File: src/rtl/verdict_pkg.sv
// Shared types and constants for the verdict stream collector: the buffered
// record, the serializer states and the header word layout.
package verdict_pkg;

  localparam int VERDICT_DATA_W = 64;
  localparam int TS_MAX_W       = VERDICT_DATA_W - 2;

  // Header word: mask in the top two bits, zero-extended timestamp from bit 0.
  localparam int MASK_HI = VERDICT_DATA_W - 1;
  localparam int MASK_LO = VERDICT_DATA_W - 2;
  localparam int TS_LO   = 0;

  typedef struct packed {
    logic [TS_MAX_W-1:0]       ts;
    logic [1:0]                mask;
    logic [VERDICT_DATA_W-1:0] val0;
    logic [VERDICT_DATA_W-1:0] val1;
  } verdict_rec_t;

  typedef enum logic [1:0] {
    ST_IDLE,
    ST_HDR,
    ST_D0,
    ST_D1
  } ser_state_e;

  function automatic bit depth_legal(int depth);
    return (depth >= 2) && ((depth & (depth - 1)) == 0);
  endfunction

  function automatic bit ts_w_legal(int ts_w, int data_w);
    return (data_w == VERDICT_DATA_W) && (ts_w >= 1) && (ts_w <= data_w - 2);
  endfunction

endpackage

File: src/rtl/verdict_fifo.sv
// Synchronous record FIFO; a push is accepted while full when a pop happens on
// the same edge, since the read slot is freed as the write lands.
module verdict_fifo
  import verdict_pkg::*;
#(
  parameter int DEPTH = 8
) (
  input  logic         clk,
  input  logic         rst_n,
  input  logic         push_i,
  input  verdict_rec_t wr_rec_i,
  input  logic         pop_i,
  output verdict_rec_t rd_rec_o,
  output logic         full_o,
  output logic         empty_o
);

  localparam int AW = $clog2(DEPTH);
  localparam logic [AW:0] PTR_ONE = (AW + 1)'(1);

  verdict_rec_t mem_q [DEPTH];
  logic [AW:0]  wr_ptr_q, wr_ptr_d;
  logic [AW:0]  rd_ptr_q, rd_ptr_d;
  logic         do_push, do_pop;

  assign empty_o  = (wr_ptr_q == rd_ptr_q);
  assign full_o   = (wr_ptr_q[AW] != rd_ptr_q[AW]) &&
                    (wr_ptr_q[AW-1:0] == rd_ptr_q[AW-1:0]);
  assign do_pop   = pop_i && !empty_o;
  assign do_push  = push_i && (!full_o || do_pop);
  assign wr_ptr_d = do_push ? wr_ptr_q + PTR_ONE : wr_ptr_q;
  assign rd_ptr_d = do_pop  ? rd_ptr_q + PTR_ONE : rd_ptr_q;
  assign rd_rec_o = mem_q[rd_ptr_q[AW-1:0]];

  // NOTE: non-blocking assignments for all state, so every flop sees pre-edge values.
  always_ff @(posedge clk or negedge rst_n) begin
    if (!rst_n) begin
      wr_ptr_q <= '0;
      rd_ptr_q <= '0;
    end else begin
      wr_ptr_q <= wr_ptr_d;
      rd_ptr_q <= rd_ptr_d;
    end
  end

  // NOTE: storage is deliberately not reset; the pointers alone define which entries are valid.
  always_ff @(posedge clk) begin
    if (do_push) mem_q[wr_ptr_q[AW-1:0]] <= wr_rec_i;
  end

endmodule

File: src/rtl/verdict_stream_collector.sv
// Timestamps active monitor outputs, buffers them as records and serializes
// each record as header + one word per active output over valid/ready.
module verdict_stream_collector
  import verdict_pkg::*;
#(
  parameter int DATA_W = 64,
  parameter int TS_W   = 32,
  parameter int DEPTH  = 8,
  parameter int DROP_W = 16
) (
  input  logic              clk,
  input  logic              rst,
  input  logic              en,
  input  logic [DATA_W-1:0] output_0,
  input  logic              output_0_aktv,
  input  logic [DATA_W-1:0] output_1,
  input  logic              output_1_aktv,
  output logic              m_valid,
  input  logic              m_ready,
  output logic [DATA_W-1:0] m_data,
  output logic              m_last,
  output logic              overflow,
  output logic [DROP_W-1:0] drop_cnt
);

  if (!ts_w_legal(TS_W, DATA_W) || !depth_legal(DEPTH)) begin : g_illegal_params
    $error("verdict_stream_collector: illegal DATA_W/TS_W/DEPTH combination");
  end

  logic [TS_W-1:0]   ts_q, ts_d;
  logic [DROP_W-1:0] drop_cnt_q, drop_cnt_d;
  logic              overflow_q, overflow_d;
  verdict_rec_t      rec_q, rec_d;
  verdict_rec_t      sample_rec, fifo_rd_rec;
  ser_state_e        state_q, state_d;
  logic              sample, drop, fifo_pop, fifo_full, fifo_empty, rec_end;

  assign sample     = en && (output_0_aktv || output_1_aktv);
  assign drop       = sample && fifo_full && !fifo_pop;
  assign ts_d       = en ? ts_q + TS_W'(1) : ts_q;
  assign overflow_d = overflow_q || drop;
  assign drop_cnt_d = (drop && drop_cnt_q != '1) ? drop_cnt_q + DROP_W'(1) : drop_cnt_q;
  assign rec_d      = fifo_pop ? fifo_rd_rec : rec_q;

  always_comb begin
    sample_rec               = '0;
    sample_rec.ts[TS_W-1:0]  = ts_q;
    sample_rec.mask          = {output_1_aktv, output_0_aktv};
    sample_rec.val0          = output_0;
    sample_rec.val1          = output_1;
  end

  verdict_fifo #(.DEPTH(DEPTH)) u_fifo (
    .clk      (clk),
    .rst_n    (rst),
    .push_i   (sample),
    .wr_rec_i (sample_rec),
    .pop_i    (fifo_pop),
    .rd_rec_o (fifo_rd_rec),
    .full_o   (fifo_full),
    .empty_o  (fifo_empty)
  );

  always_ff @(posedge clk or negedge rst) begin
    if (!rst) begin
      ts_q       <= '0;
      drop_cnt_q <= '0;
      overflow_q <= 1'b0;
      rec_q      <= '0;
      state_q    <= ST_IDLE;
    end else begin
      ts_q       <= ts_d;
      drop_cnt_q <= drop_cnt_d;
      overflow_q <= overflow_d;
      rec_q      <= rec_d;
      state_q    <= state_d;
    end
  end

  // NOTE: every combinational output gets a default first so no path can infer a latch.
  always_comb begin
    state_d  = state_q;
    fifo_pop = 1'b0;
    rec_end  = 1'b0;
    case (state_q)
      ST_IDLE: if (!fifo_empty) begin
        fifo_pop = 1'b1;
        state_d  = ST_HDR;
      end
      ST_HDR:  if (m_ready) state_d = rec_q.mask[0] ? ST_D0 : ST_D1;
      ST_D0:   if (m_ready) begin
        if (rec_q.mask[1]) state_d = ST_D1;
        else               rec_end = 1'b1;
      end
      ST_D1:   if (m_ready) rec_end = 1'b1;
      default: state_d = ST_IDLE;
    endcase
    // Chain straight into the next record's header so records stream without a bubble.
    if (rec_end) begin
      if (!fifo_empty) begin
        fifo_pop = 1'b1;
        state_d  = ST_HDR;
      end else begin
        state_d  = ST_IDLE;
      end
    end
  end

  // Outputs derive only from registered state, so they hold while stalled.
  always_comb begin
    m_valid = (state_q != ST_IDLE);
    m_data  = '0;
    m_last  = 1'b0;
    case (state_q)
      ST_HDR: begin
        m_data[MASK_HI:MASK_LO]  = rec_q.mask;
        m_data[TS_MAX_W-1:TS_LO] = rec_q.ts;
      end
      ST_D0: begin
        m_data = rec_q.val0;
        m_last = !rec_q.mask[1];
      end
      ST_D1: begin
        m_data = rec_q.val1;
        m_last = 1'b1;
      end
      default: ;
    endcase
  end

  assign overflow = overflow_q;
  assign drop_cnt = drop_cnt_q;

endmodule

File: config.mk
export PLATFORM = sky130hd
export DESIGN_NAME = verdict_stream_collector
export DESIGN_NICKNAME = d
export VERILOG_FILES = /design/src/rtl/verdict_pkg.sv /design/src/rtl/verdict_fifo.sv /design/src/rtl/verdict_stream_collector.sv
export SDC_FILE = /design/constraint.sdc
export NUM_CORES = 2
export LEC_CHECK = 0
export ABC_AREA = 1
export BUFFER_PORTS_ARGS = -buffer_cell sky130_fd_sc_hd__buf_4
export CAP_MARGIN = 20
export CORE_AREA = 2 2 416 294
export DETAILED_ROUTE_END_ITERATION = 16
export DIE_AREA = 0 0 418 296
export HOLD_SLACK_MARGIN = 0.03
export PLACE_DENSITY = 0.75
export SYNTH_ARGS = -nofsm -noshare
export SYNTH_HDL_FRONTEND = slang
export SYNTH_HIERARCHICAL = 1
export SYNTH_SLANG_ARGS = --single-unit
export TNS_END_PERCENT = 20
File: constraint.sdc
create_clock -name clk -period 12.8 [get_ports clk]
set_input_delay 1.28 -clock clk [delete_from_list [all_inputs] [get_ports clk]]
set_output_delay 1.28 -clock clk [all_outputs]
set_load 0.005 [all_outputs]
==> flow_summary.ini <==
[run_status]
status = finished, final reports clean

[power_and_ir_drop]
leakagePower_nw = 30.25
ir_drop_mv = 0.2396
total_power_mw = 18.89
p_per_area_nw_per_um2 = 235.8

[sta]
setup-tns-final_ns = 0
drv_slew = 0
grt_setup_unrepaired = no
finClkSkew_ns = 0.05694
hold_viol = 0
final.setup.worst_slack_ns = 5.986
min_period_ns = 6.814
relSlewSlack_pct = 22.58
timing.fmax_ghz = 0.1467
tightest_slew_ns = 1.159
period_share_pct = 53.24
setup_viol = 0

[synth]
yosys_most_used_dff = edfxtp_1
syn_area_um2 = 71420
synthArstFlopShare_pct = 14.05
synth-edff-count = 1536
synth_top_area_share_pct = 64.58
synth-seq-area-share_pct = 73.38
yosysUniqueCellTypes = 38
netlist_top_cells_area = edfxtp_1 (65%), dfrtp_1 (8.8%), nand2_1 (8.6%)
ys_ff_latch = 1787
ys_warn_count = 6
avgSynthCellArea_um2 = 11.72
synthCells = 6094
yosys.area.top_type = edfxtp_1

[critical_path]
cp-end-kind = flop
crit_path_start_kind = flop
path_class = reg -> reg
crit_family = buffers and inverters
crit_path_top_delay_cell = nor2_4
cp_common_cell = inv_1
worst-path-buf-inv = 7
cp_max_fo = 185
arrival_ns = 7.22
critical_path_required_ns = 13.21
path_cells = clkinv_8, nand2_1, nand2_1, nor2_2, nand3_2, inv_1, inv_1, nand2_8, inv_6, inv_1, nand4_2, nand2_2, nor2_4, buf_4, buf_4
cp_slowest_stage_delay_ns = 0.91

[grt]
grt-ovfl-total = 0
grt_max_degree = 221
grt_pass1_vias = 44828
antenna_found_initial = 10
grt_pass1_wl_um = 276800
grtUsageTotal_pct = 29.80

[routing]
wl_per_cell_um = 22.90
detail-route-antenna-nets = 0
first_pass_iters = 6
vias_per_cell = 5.938
routed_wl_um = 186000
via_count = 48213
drc = 0
drt_iter0_drc = 6685

[finish]
fill_cells = 8561
final_core_util_pct = 66.58
multi_input_area_um2 = 17810
nNetsFinal = 6541
area_growth_syn_to_layout_pct = 12.20
final_common_cell = nand2_1
seqCellArea_um2 = 52420
final_cells = 8120
drive_above_1_share_pct = 8.419
final_cell_mix = nand2_1 (1629), edfxtp_1 (1536), nor2_1 (831)

[die]
die-width_um = 418
num_rows = 107
io_pins = 217
initial_utilization_pct = 59.34
die_h_um = 296
core_area_um2 = 120400
die_area_um2 = 123700

[clock_network]
htree_levels = 4
clock_latency_ns = 0.81
cts_hold_buf = 0
post_cts_buffers = 0
numCtsBuffers = 161
cts-root-buf = clkbuf_16
cts.clk_slew.worst_paths_ns = 0.07
tritoncts = yes
cts_num_sinks = 1787
ctsLongestPathBuffers = 3
ctsResizeCount = 0

[place]
dp.cells = 7812
dp_slack_ns = 6.131
dp_hpwl_um = 105300
globalplace.congestion = 0.9188
numPortBuffers = 216

[min_path]
holdCritPathClass = in -> async

[run]
max_cap_violations = 0
## sequential cells by signal, summed over array words and instances (netlist names)
signal and flops:
drop_cnt 16, overflow 1, rec_q 192, state_q 2
ts_q 32, u_fifo/mem_q 1536, u_fifo/rd_ptr_q 4, u_fifo/wr_ptr_q 4
## through the flow
stage          hold WS (ns)  area, um2
2_1_floorplan        0.4487      72320
3_3_place_gp         0.4616      74820
3_5_place_dp         0.4650      74840
4_1_cts              0.3842      80070
5_1_grt              0.4101      80130
6_report             0.3934      80130
## routing by layer
layer  vias up  track usage (%)  part of all wire (%)
li1      21649                -                     -
met1     23415            44.04                    40
met2      2799            43.83                    45
met3       346            5.424                    11
met4         4            13.17                   4.1
met5         -                0                 0.011
## layout make-up
| class | instances | share of cell area, % |
|---|---|---|
| flip-flops and latches | 1787 | 65.41 |
| multi-input cells | 4054 | 22.23 |
| clock buffers | 226 | 5.573 |
| repair buffers | 275 | 2.751 |
| well taps | 1580 | 2.467 |
| clock inverters | 73 | 0.9447 |
| inverters | 118 | 0.6027 |
| diodes | 7 | 0.02186 |
## synth_stat cells, types with 13 or more instances
master,number
nand4_1,18
edfxtp_1,1536
o21ai_1,28
buf_4,38
nand3_1,90
o21ai_0,749
xnor2_1,13
clkbuf_1,193
xor2_1,18
buf_1,26
inv_1,111
nor2_1,838
buf_2,111
o22ai_1,384
dfrtp_1,251
nand2_1,1629
## report_power, final
group / switching, mW / internal (mW) / total (mW)
Combinational: 4.72 / 1.68 / 6.40
Sequential: 0.448 / 7.27 / 7.72
Clock: 2.13 / 2.64 / 4.78
## worst paths after layout
kind | start | to | slack (ns) | cells past startpoint
max reg2reg | u_fifo/rd_ptr_q[1]$_DFFE_PN0P_ | u_fifo/mem_q[3][151]$_DFFE_PP_ | 5.99 | 15
min reg2reg | rec_q[119]$_DFFE_PN0P_ | rec_q[119]$_DFFE_PN0P_ | 0.48 | 2
max | u_fifo/rd_ptr_q[1]$_DFFE_PN0P_ | u_fifo/mem_q[3][151]$_DFFE_PP_ | 5.99 | 15
min | rst | drop_cnt[7]$_DFFE_PN0P_ | 0.39 | 1
max in group asynchronous | rst | rec_q[45]$_DFFE_PN0P_ | 10.17 | 3
min in group clk | rec_q[119]$_DFFE_PN0P_ | rec_q[119]$_DFFE_PN0P_ | 0.48 | 2
## kinds of logic after synthesis
kind of cell	after synthesis	synth area share (%)
simple gates	2608	14.17
flops	1787	73.38
other cells	1	0.005251
compound gates	1165	8.844
buf+inv	492	3.045
xor+xnor	31	0.3802
fa+ha+maj	10	0.1752
Note: power is estimated with default switching activity, not from simulation.
